File: src/rtl/reg_write_arbiter.sv
// reg_write_arbiter: round-robin write arbiter for a bank of DEPTH enable-gated W-bit registers.
// NREQ requesters present (addr, data) over valid/ready. At most one write is granted per cycle,
// and the granted write appears one cycle later on a registered one-hot wr_en and a shared
// wr_data bus.
// Optional feature: define REG_ARB_STATS_EN to add per-requester saturating accept counters
// (grant_cnt) with a synchronous clear (stats_clr).

module reg_write_arbiter #(
  parameter int unsigned NREQ  = 4,
  parameter int unsigned DEPTH = 8,
  parameter int unsigned W     = 4,
  localparam int unsigned AW   = $clog2(DEPTH),
  localparam int unsigned SW   = $clog2(NREQ)
) (
  input  logic               clk,
  input  logic               reset,
  input  logic [NREQ-1:0]    req_valid,
  input  logic [NREQ*AW-1:0] req_addr,
  input  logic [NREQ*W-1:0]  req_data,
  output logic [NREQ-1:0]    req_ready,
  input  logic               bank_busy,
  output logic [DEPTH-1:0]   wr_en,
  output logic [W-1:0]       wr_data,
  output logic [SW-1:0]      wr_src,
  output logic               addr_err
`ifdef REG_ARB_STATS_EN
  ,
  output logic [NREQ*16-1:0] grant_cnt,
  input  logic               stats_clr
`endif
);

  logic [SW-1:0]    rr_ptr_q, rr_ptr_d;
  logic [DEPTH-1:0] wr_en_q, wr_en_d;
  logic [W-1:0]     wr_data_q, wr_data_d;
  logic [SW-1:0]    wr_src_q, wr_src_d;
  logic             addr_err_q, addr_err_d;

  logic [NREQ-1:0]  grant;
  logic [SW-1:0]    gnt_idx;
  logic             accept;
  logic [AW-1:0]    sel_addr;
  logic [W-1:0]     sel_data;
  int unsigned      idx;
  int unsigned      nxt;
  logic [SW-1:0]    cur;

  // Round-robin search starting at rr_ptr; the first valid requester wins unless the bank stalls.
  always_comb begin
    grant   = '0;
    gnt_idx = '0;
    accept  = 1'b0;
    idx     = 0;
    cur     = '0;
    if (!bank_busy) begin
      for (int unsigned k = 0; k < NREQ; k++) begin
        idx = 32'(rr_ptr_q) + k;
        if (idx >= NREQ) begin
          idx = idx - NREQ;
        end
        cur = SW'(idx);
        if (!accept && req_valid[cur]) begin
          accept       = 1'b1;
          grant[cur]   = 1'b1;
          gnt_idx      = cur;
        end
      end
    end
  end

  assign req_ready = grant;
  assign sel_addr  = req_addr[gnt_idx*AW +: AW];
  assign sel_data  = req_data[gnt_idx*W +: W];

  // Pointer moves to the requester after the winner; it holds when nothing is accepted.
  always_comb begin
    nxt      = 32'(gnt_idx) + 1;
    rr_ptr_d = rr_ptr_q;
    if (accept) begin
      rr_ptr_d = (nxt == NREQ) ? '0 : SW'(nxt);
    end
  end

  // Next write stage: an out-of-range address is still consumed but raises addr_err instead of
  // enabling a register, so a bad requester cannot deadlock the arbiter.
  always_comb begin
    wr_en_d = '0;
    for (int unsigned d = 0; d < DEPTH; d++) begin
      wr_en_d[d] = accept && (32'(sel_addr) == d);
    end
    addr_err_d = accept && (32'(sel_addr) >= DEPTH);
    wr_data_d  = accept ? sel_data : wr_data_q;
    wr_src_d   = accept ? gnt_idx : wr_src_q;
  end

  // Pointer and output register stage; reset drops any pending write immediately.
  always_ff @(posedge clk or posedge reset) begin
    if (reset) begin
      rr_ptr_q   <= '0;
      wr_en_q    <= '0;
      wr_data_q  <= '0;
      wr_src_q   <= '0;
      addr_err_q <= 1'b0;
    end else begin
      rr_ptr_q   <= rr_ptr_d;
      wr_en_q    <= wr_en_d;
      wr_data_q  <= wr_data_d;
      wr_src_q   <= wr_src_d;
      addr_err_q <= addr_err_d;
    end
  end

  assign wr_en    = wr_en_q;
  assign wr_data  = wr_data_q;
  assign wr_src   = wr_src_q;
  assign addr_err = addr_err_q;

`ifdef REG_ARB_STATS_EN
  logic [15:0] cnt_q [NREQ];
  logic [15:0] cnt_d [NREQ];

  // Saturating per-requester accept counters; a clear beats a same-cycle increment.
  always_comb begin
    for (int unsigned i = 0; i < NREQ; i++) begin
      cnt_d[i] = cnt_q[i];
      if (stats_clr) begin
        cnt_d[i] = '0;
      end else if (grant[i] && (cnt_q[i] != 16'hFFFF)) begin
        cnt_d[i] = cnt_q[i] + 16'd1;
      end
    end
  end

  // Counter state.
  always_ff @(posedge clk or posedge reset) begin
    if (reset) begin
      for (int unsigned i = 0; i < NREQ; i++) begin
        cnt_q[i] <= '0;
      end
    end else begin
      for (int unsigned i = 0; i < NREQ; i++) begin
        cnt_q[i] <= cnt_d[i];
      end
    end
  end

  // Pack counters, requester i at [i*16 +: 16].
  always_comb begin
    grant_cnt = '0;
    for (int unsigned i = 0; i < NREQ; i++) begin
      grant_cnt[i*16 +: 16] = cnt_q[i];
    end
  end
`endif

endmodule
File: config.mk
export PLATFORM = sky130hd
export DESIGN_NAME = reg_write_arbiter
export DESIGN_NICKNAME = d
export VERILOG_FILES = /design/src/rtl/reg_write_arbiter.sv
export SDC_FILE = /design/constraint.sdc
export NUM_CORES = 1
export LEC_CHECK = 0
export CAP_MARGIN = 40
export CELL_PAD_IN_SITES_DETAIL_PLACEMENT = 0
export CELL_PAD_IN_SITES_GLOBAL_PLACEMENT = 1
export CORE_MARGIN = 2
export CORE_UTILIZATION = 30
export CTS_CLUSTER_DIAMETER = 80
export DETAILED_ROUTE_END_ITERATION = 8
export PLACE_DENSITY_LB_ADDON = 0.1
export SYNTH_ARGS = -nofsm -noshare
export SYNTH_HDL_FRONTEND = slang
export SYNTH_SLANG_ARGS = --single-unit
File: constraint.sdc
create_clock -name clk -period 8.35 [get_ports clk]
set_clock_uncertainty 0.1 [all_clocks]
set_input_delay 1.67 -clock clk [delete_from_list [all_inputs] [get_ports clk]]
set_output_delay 1.67 -clock clk [all_outputs]
set_load 0.02 [all_outputs]
==> flow_summary.toml <==
[status]
status = "complete, no violations"

[sta]
grt_setup_unrepaired = "no"
fmax_ghz = 0.1649
final.period_utilization_pct = 72.63
maxSlewHeadroom_pct = 46.89
period_minus_slack_ns = 6.065
hold_viol = 0
tightestPinTransition_ns = 0.7967
final.setup.tns_ns = 0
slew_violations = 0
setup_ws_ns = 2.285
setup_violations = 0

[synthesis]
yosys_warnings = 0
synthAdderAreaFrac_pct = 6.650
synth.distinct_cells = 52
async_flop_share_pct = 100.0
synth_xor_xnor_area_share_pct = 0.5819
synth_edf_count = 0
synth_top_family_by_area = "compound AO/OA/AOI/OAI gates"
yosysSeqAreaShare_pct = 26.60
syn_avg_cell_area_um2 = 9.291
synth_ff_type = "dfrtp_1"
synthCells = 162
synth-simple-area-share_pct = 17.71
synth-compound-area-share_pct = 24.61
synthMuxAreaShare_pct = 15.79
synth_seq_cells = 16
syn_area_mm2 = 0.001505
syn_nets = 205

[clocking]
clock_path_buffers = 2
cts_made_buffers = 3
cts_tree = "done"
path_clk_slew_ns = 0.06
post_cts_resized = 0
cts_root_buf = "clkbuf_8"
clk_latency_ns = 0.24
post_cts_buffers = 0
postCtsHoldBufs = 0
h-tree-depth = 1
clock-sinks = 16

[critical_path]
r2r_slack_ns = 4.36
path_common_cell = "clkdlybuf4s50_1"
crit_buf_inv = 2
slowest_stage = "clkdlybuf4s50_1"
crit_end = "req_ready[3]"
crit_type = "in2out"
r2r-end = "wr_en[4]"
r2r-start = "rr_ptr_q[0]"
cp-startpoint = "req_valid[0]"
crit_cells = 8
cpPeakStageDelay_ns = 0.63
start_kind = "primary input"
cp.arrival_ns = 4.30
crit_family = "buffers and inverters"
worstRegToRegCells = 9
worstSetupEndpointType = "primary output"
crit_chain = "clkdlybuf4s50_1 -> mux2i_1 -> mux2i_2 -> and2b_1 -> a22oi_1 -> or2_2 -> a21oi_1 -> clkdlybuf4s50_1"
cp_max_fo = 13
worstPathRequired_ns = 6.58

[global_route]
grtUsageMet3_pct = 2.544
met2_usage_pct = 23.59
grt_pass1_vias = 1233
grt_overflow_total = 0
grtUsageMet1_pct = 17.54
antenna_found_initial = 0
grt_pass1_wl_um = 6003
top_usage_layer = "met2"
grt_max_degree = 21
grt_use_total_pct = 13.80

[layout]
antenna_cells = 0
drive_gt1_share_pct = 8.780
fin_nets = 250
fillCellCount = 468
final_cells = 272
design_area_mm2 = 0.002063
area_growth_pct = 37.07

[floorplanning]
dieArea_mm2 = 0.005600
core_area_mm2 = 0.004786
die_x_um = 74.83
die_y_um = 74.83
start_util_pct = 31.45
rows = 25
io_pins = 54

[drt]
ant_nets = 0
routed_via_density = 5.063
drtIter0Drc = 41
routed_wl_um = 3927
drc = 0
drt_first_pass_iters = 4
via_count = 1377
wire_per_inst_um = 14.44

[power]
power_density_mw_per_mm2 = 323.0
power.total_uw = 666.5
ir_drop_mv = 0.1392
total_leakage_power_uw = 0.0008456

[place]
dp_slack_ns = 2.312
place.port_buffers = 52
dp_hpwl_um = 2986
dpl_cell_area_mm2 = 0.002022
gp_congestion = 0.7441
dp_cells = 269

[worst_hold_path]
hp-class = "reg2reg"

[flow_run]
cap_violations = 0
==> power breakdown <==
group	switching (uW)	internal (uW)	leakage (uW)	total (uW)
registers	37.4	108	0.000205	145
clock network	23.7	31.9	0.0000216	55.6
logic	252	213	0.000619	466
==> how the worst min path moves through the flow <==
stage,from,cells after the start,to
5_1_grt,wr_src[0],2,wr_src[0]
2_1_floorplan,wr_src[0],2,wr_src[0]
3_5_place_dp,wr_data[1],1,wr_data[1]
3_3_place_gp,wr_src[0],2,wr_src[0]
4_1_cts,wr_data[0],1,wr_data[0]
6_report,wr_data[0],1,wr_data[0]
==> synthesized netlist by cell type (all sizes together), types with 2 or more instances <==
cell type   n  area, um^2
mux2        3       37.53
nor3       11       55.05
a22oi       9       67.56
nor2        4       22.52
buf        11       83.83
a21oi      11       55.05
nand3b      2       15.01
mux2i      17       173.9
ha          8       100.1
nand2      11       43.80
a211oi      3       27.52
a21o        5       37.54
a31oi       2       12.51
nor3b       3       33.78
o21ai       5       25.02
dfrtp      16       400.4
inv         8       30.03
or2         5       31.28
o22ai       6       37.54
==> sequential cells by signal (all words and copies together) (netlist names) <==
| name | cells |
|---|---|
| rr_ptr_q | 2 |
| wr_en | 8 |
| wr_data | 4 |
| wr_src | 2 |
==> per-stage QoR <==
stage | util (%) | hold slack (ns)
4_1_cts | 43.11 | 0.3842
3_3_place_gp | 42.25 | 0.3628
2_1_floorplan | - | 0.4835
5_1_grt | 43.11 | 0.4076
6_report | 43.11 | 0.3798
3_5_place_dp | 42.25 | 0.3656
==> per-layer routing <==
layer  up-vias  part of all wire (%)
li1        688                     -
met1       645                    46
met2        40                    48
met3         4                   5.2
met4         0                   1.0
met5         -                     0
==> layout by cell type (no fill, tap or decap), types with 2 or more instances in the layout <==
master	synthesis	routed
clkdlybuf4s50_1	0	52
mux2i_1	16	16
dfrtp_1	16	16
nor3_1	11	11
a21oi_1	11	11
nand2_1	10	10
a22oi_1	9	9
ha_1	8	8
inv_1	7	7
o22ai_1	6	6
a21o_1	5	5
or2_2	5	5
o21ai_0	4	4
nor2_1	3	3
clkbuf_8	0	3
nor3b_1	2	2
nand3b_1	2	2
a31oi_1	2	2
a211oi_1	2	2
==> kinds of logic after synthesis <==
kind of cell / after synthesis
adder cells (fa/ha/maj): 8
other: 1
multiplexers: 21
flip-flops: 16
AND/OR/NAND/NOR: 44
buffers and inverters: 20
XOR/XNOR: 1
AO/OA/AOI/OAI: 51
==> final cells by class <==
class | instances | area [um^2] | share of cell area, %
Timing Repair Buffer | 52 | 520.5 | 25.23
Multi-Input combinational cell | 126 | 987.2 | 47.85
Inverter | 8 | 30.03 | 1.455
Tap cell | 67 | 83.83 | 4.063
Sequential cell | 16 | 400.4 | 19.41
Clock buffer | 3 | 41.29 | 2.001
Power figures use the tool's default switching activity.
